[config.mk]
export PLATFORM = sky130hd
export DESIGN_NAME = rr_ring_arbiter
export DESIGN_NICKNAME = d
export VERILOG_FILES = /design/src/rtl/rr_ring_arbiter_pkg.sv /design/src/rtl/rr_ring_arbiter_pick.sv /design/src/rtl/rr_ring_arbiter.sv
export SDC_FILE = /design/constraint.sdc
export NUM_CORES = 1
export LEC_CHECK = 0
export CAP_MARGIN = 20
export CORE_MARGIN = 3
export CORE_UTILIZATION = 44
export DETAILED_ROUTE_END_ITERATION = 7
export GPL_ROUTABILITY_DRIVEN = 0
export PLACE_DENSITY_LB_ADDON = 0.15
export SYNTH_ARGS = -nofsm -noshare
export SYNTH_HDL_FRONTEND = slang
export SYNTH_SLANG_ARGS = --single-unit
[constraint.sdc]
create_clock -name Clock -period 1.9 [get_ports Clock]
set_input_delay 0.19 -clock Clock [delete_from_list [all_inputs] [get_ports Clock]]
set_output_delay 0.19 -clock Clock [all_outputs]
set_load 0.1 [all_outputs]
[src/rtl/rr_ring_arbiter_pkg.sv]
// Shared types and helpers for the round-robin ring arbiter.
package rr_arb_pkg;

   // Widest requester vector the helpers handle (N <= 16).
   localparam int unsigned MAX_N     = 16;
   localparam int unsigned MAX_IDX_W = 4;

   typedef enum logic {
      IDLE  = 1'b0,
      GRANT = 1'b1
   } state_t;

   // Rotate a one-hot vector of n live bits left by one; bit n-1 wraps to bit 0.
   function automatic logic [MAX_N-1:0] rotl1(input logic [MAX_N-1:0] v, input int unsigned n);
      logic [MAX_N-1:0] live_mask;
      live_mask = MAX_N'((33'd1 << n) - 33'd1);
      return ((v << 1) | (v >> (n - 1))) & live_mask;
   endfunction

   // Binary index of the set bit of a one-hot vector (0 for an all-zero vector).
   function automatic logic [MAX_IDX_W-1:0] onehot2idx(input logic [MAX_N-1:0] v);
      logic [MAX_IDX_W-1:0] idx;
      idx = '0;
      for (int unsigned i = 0; i < MAX_N; i++) begin
         if (|(v & (MAX_N'(1) << i))) idx = idx | MAX_IDX_W'(i);
      end
      return idx;
   endfunction

endpackage

[src/rtl/rr_ring_arbiter_pick.sv]
// Combinational circular priority picker: lowest set Req bit at or above the
// one-hot pointer, wrapping past bit N-1 back to bit 0.
module rr_pick
   import rr_arb_pkg::*;
#(
   parameter int unsigned N = 4
) (
   input  logic [N-1:0] Req,
   input  logic [N-1:0] Priority_ptr,
   output logic [N-1:0] Winner,
   output logic         Valid
);

   logic [2*N-1:0] req_dbl;
   logic [2*N-1:0] ptr_mask;
   logic [2*N-1:0] masked;
   logic [2*N-1:0] lowest;

   // Lower copy keeps only bits at/above the pointer; the upper copy supplies the wrap.
   always_comb begin
      req_dbl  = {Req, Req};
      ptr_mask = {{N{1'b1}}, ~(Priority_ptr - N'(1))};
      masked   = req_dbl & ptr_mask;
      lowest   = masked & (~masked + (2*N)'(1));
      Winner   = lowest[N-1:0] | lowest[2*N-1:N];
      Valid    = |Req;
   end

endmodule

[src/rtl/rr_ring_arbiter.sv]
// Round-robin arbiter with a one-hot priority ring; grants are held until the
// owner releases. Optional forced release after MAX_HOLD cycles when the
// macro HOLD_TIMEOUT_EN is defined.
module rr_ring_arbiter
   import rr_arb_pkg::*;
#(
   parameter int unsigned N        = 4,
   parameter int unsigned IDX_W    = 2,
   parameter int unsigned MAX_HOLD = 15
) (
   input  logic             Clock,
   input  logic             Reset_n,
   input  logic [N-1:0]     Req,
   input  logic             Done,
   output logic [N-1:0]     Grant,
   output logic [IDX_W-1:0] Grant_idx,
   output logic             Busy,
   output logic [N-1:0]     Priority_ptr,
   output logic             Timeout
);

   state_t           state_q, state_d;
   logic [N-1:0]     grant_q, grant_d;
   logic [N-1:0]     ptr_q, ptr_d;
   logic [IDX_W-1:0] idx_q, idx_d;
   logic [N-1:0]     winner;
   logic             win_valid;
   logic             owner_req;
   logic             force_rel;

   rr_pick #(.N(N)) u_pick (
      .Req          (Req),
      .Priority_ptr (ptr_q),
      .Winner       (winner),
      .Valid        (win_valid)
   );

   assign owner_req = |(Req & grant_q);

   // State, grant and priority ring registers.
   always_ff @(posedge Clock or negedge Reset_n) begin
      if (!Reset_n) begin
         state_q <= IDLE;
         grant_q <= '0;
         idx_q   <= '0;
         ptr_q   <= N'(1);
      end else begin
         state_q <= state_d;
         grant_q <= grant_d;
         idx_q   <= idx_d;
         ptr_q   <= ptr_d;
      end
   end

   // Next state: pick a winner in IDLE, release on Done, withdrawal or hold limit.
   always_comb begin
      state_d = state_q;
      grant_d = grant_q;
      idx_d   = idx_q;
      ptr_d   = ptr_q;
      case (state_q)
         IDLE: begin
            if (win_valid) begin
               state_d = GRANT;
               grant_d = winner;
               idx_d   = IDX_W'(onehot2idx(MAX_N'(winner)));
            end
         end
         GRANT: begin
            if (Done || !owner_req || force_rel) begin
               state_d = IDLE;
               grant_d = '0;
               idx_d   = '0;
               ptr_d   = N'(rotl1(MAX_N'(grant_q), N));
            end
         end
         default: state_d = IDLE;
      endcase
   end

`ifdef HOLD_TIMEOUT_EN
   localparam int unsigned CNT_W = $clog2(MAX_HOLD + 1);

   logic [CNT_W-1:0] hold_q;
   logic             timeout_q;

   assign force_rel = (state_q == GRANT) && (hold_q == CNT_W'(MAX_HOLD));

   // Hold counter sits at 0 outside GRANT so it restarts on every new grant.
   always_ff @(posedge Clock or negedge Reset_n) begin
      if (!Reset_n) begin
         hold_q    <= '0;
         timeout_q <= 1'b0;
      end else begin
         hold_q    <= (state_q == GRANT && state_d == GRANT) ? hold_q + CNT_W'(1) : '0;
         timeout_q <= force_rel && !Done && owner_req;
      end
   end

   assign Timeout = timeout_q;
`else
   // MAX_HOLD only matters when the hold timeout is built in.
   logic unused_max_hold;
   assign unused_max_hold = (MAX_HOLD != 0);
   assign force_rel       = 1'b0;
   assign Timeout         = 1'b0;
`endif

   assign Grant        = grant_q;
   assign Grant_idx    = idx_q;
   assign Busy         = (state_q == GRANT);
   assign Priority_ptr = ptr_q;

endmodule
==> metrics.md, run 1 <==
| Metric | Value |
|---|---|
| Port-buffer cells | `17` |
| Period utilization | `90.3%` |
| Final setup violation count | `0` |
| Height of the die | `43.3 µm` |
| Startpoint Class | `flip-flop` |
| Avg Inst Size Synth | `10.5 µm²` |
| Synth top area cells | `dfrtp_1 (41%), inv_1 (5.5%), dfstp_2 (4.3%)` |
| Core Region | `1200 µm²` |
| DRC violations left | `0` |
| Antenna violations before repair | `0` |
| Clock root cell | `clkbuf_4` |
| Max clock buf depth | `2` |
| Mux cell area share after synthesis | `6.97%` |
| Synth Instances | `58` |
| Area after DPL | `788 µm²` |
| Max_cap viols | `0` |
| Hold bufs inserted after CTS | `0` |
| Die area | `1870 µm²` |
| CTS tree | `done` |
| Yosys top cell by area | `dfrtp_1` |
| Crit. End Element | `flip-flop` |
| Max Clock Skew | `2.19 ps` |
| Top cell type's share of synthesized area | `41.0%` |
| Simple-gate portion of the synthesized area | `13.3%` |
| Total CTS buffers | `3` |
| Routed wire length | `1.35 mm` |
| H-tree depth | `1` |
| Pin count of the biggest net entering global routing | `12` |
| # clock sinks | `11` |
| Initial core utilization | `50.8%` |
| HPWL after DPL | `1.05 mm` |
| DR vias | `523` |
| Synth async-reset ratio | `100%` |
| Detailed Routing Iterations Pass 1 | `4` |
| First-pass GRT wire length | `2.42 mm` |
| Layout Utilization | `67.8%` |
| WL/cell | `14.5 µm` |
| CP Max Fanout | `6` |
| Most frequent cells in the layout | `buf_4 (11), inv_1 (9), dfrtp_1 (6), clkdlybuf4s50_1 (6), dfrtp_2 (4)` |
| Hold Fails Final Rpt | `0` |
| Syn nets | `66` |
| Post-synth EDFFs | `0` |
| Share of cells above drive strength 1 | `35.4%` |
| Synth Register Bits | `11` |
| Worst Path Arrival | `1850 ps` |
| Area delta synth->final | `33.4%` |
| YS warnings | `0` |
| Min Tclk post-route | `1720 ps` |
| DRT iter0 DRCs | `11` |
| Prevailing post-synth register cell | `dfrtp_1` |
| Worst-path clk slew | `60 ps` |
| Fin nets | `88` |
| Vias per cell | `5.62` |
| Gr ovfl total | `0` |
| Post-CTS Setup Repair Bufs | `0` |
| Layout Cells excl Fill | `93` |
| Main combinational cell family by area after synthesis | `compound AO/OA/AOI/OAI gates` |
| Post-synthesis adder-cell area fraction | `2.05%` |
| Gr usage total | `17.7%` |
| Post-Syn Area | `611 µm²` |
| Placed cell count | `89` |
| Routed Antenna Nets | `0` |
| Die W | `43.3 µm` |
| Critical path type | `flip-flop to flip-flop` |
| Netlist cell types | `31` |
| Register area share after synthesis | `45.3%` |
| Final Max Slew Viols | `0` |
| Worst hold path class | `input pin to async pin` |
| Outcome | `complete, no violations` |
| # rows | `12` |
| N_diodes | `0` |
| Most common cell after layout, fill and taps aside | `buf_4` |
| # IOs | `19` |
| Final Cell Area | `815 µm²` |
| RSZ-0062 raised after global routing | `no` |
| # resized after CTS | `0` |
| XOR/XNOR Fraction of Synth Area | `1.43%` |
| Clk Latency, worst-skew pair | `260 ps` |
| Max Clk Rate | `0.583 GHz` |
| Post-synthesis compound-gate area fraction | `23.6%` |
| Vias in the first global route | `530` |
| Worst EP required | `2030 ps` |
==> critical path, cell delays in order, from the launching register on <==
cell	delay [ps]
dfstp_2	600
inv_1	100
ha_1	210
xnor2_1	120
nand2_1	140
a2bb2oi_1	290
o211ai_1	130
==> kinds of logic (layout without fill, tap and decap cells) <==
kind of cell	count (synthesis)	in the layout
AO/OA/AOI/OAI	17	17
XOR/XNOR	1	1
adder cells (fa/ha/maj)	1	1
buffers and inverters	10	31
flip-flops	11	11
multiplexers	4	4
other	1	1
AND/OR/NAND/NOR	13	13
==> path summary, 6_finish.rpt <==
| kind | start | end | depth (start not counted) | slack, ps |
|---|---|---|---|---|
| max in group asynchronous | Reset_n | Grant[1] | 1 | 1290 |
| worst max-delay path | Priority_ptr[0] | Grant_idx[1] | 6 | 180 |
| worst min register to register | Grant[3] | Priority_ptr[0] | 2 | 570 |
| min in group Clock | Grant[3] | Priority_ptr[0] | 2 | 570 |
| worst min-delay path | Reset_n | Grant[3] | 1 | 250 |
| worst max register to register | Priority_ptr[0] | Grant_idx[1] | 6 | 180 |
==> layer usage <==
metal	part of all wire (%)	track usage [%]
met5	0	0
met4	0.44	9.04
met3	5.7	4.24
met2	48	25.4
met1	46	24.2
==> through the flow <==
step	hold slack, ps	TNS, ps	setup WS, ps
2_1_floorplan	-106	-20.8	-20.8
3_3_place_gp	546	0	113
3_5_place_dp	545	0	115
4_1_cts	256	0	183
5_1_grt	285	0	32.3
6_report	254	0	184
==> cells in the mapped netlist, drive strengths merged, types with 2 or more instances <==
master	count
dfrtp	10
nand2	3
inv	9
a31oi	2
mux2i	2
o21ai	4
mux2	2
o211ai	3
and3	3
==> area by class of cell <==
class	count	area, µm²
Clock buffer	4	26.3
Fill cell	97	387
Inverter	9	33.8
Multi-Input combinational cell	37	293
Sequential cell	11	282
Tap cell	14	17.5
Timing Repair Buffer	18	163
==> flip-flops by register name, indices dropped and copies added, names as in the netlist <==
| register | flops |
|---|---|
| Priority_ptr | 4 |
| Grant_idx | 2 |
| Busy | 1 |
| Grant | 4 |
Power of run 1 is not shown: default switching activity piles up to over one toggle a cycle in this logic, so the estimate is an artifact.
==> run 2: changes to the inputs <==
Settings changed: SKIP_LAST_GASP set to 1.
==> results of run 2 <==
Final layout, timing and power as in run 1 (identical DEF).
Power of run 2 is left out for the same reason.
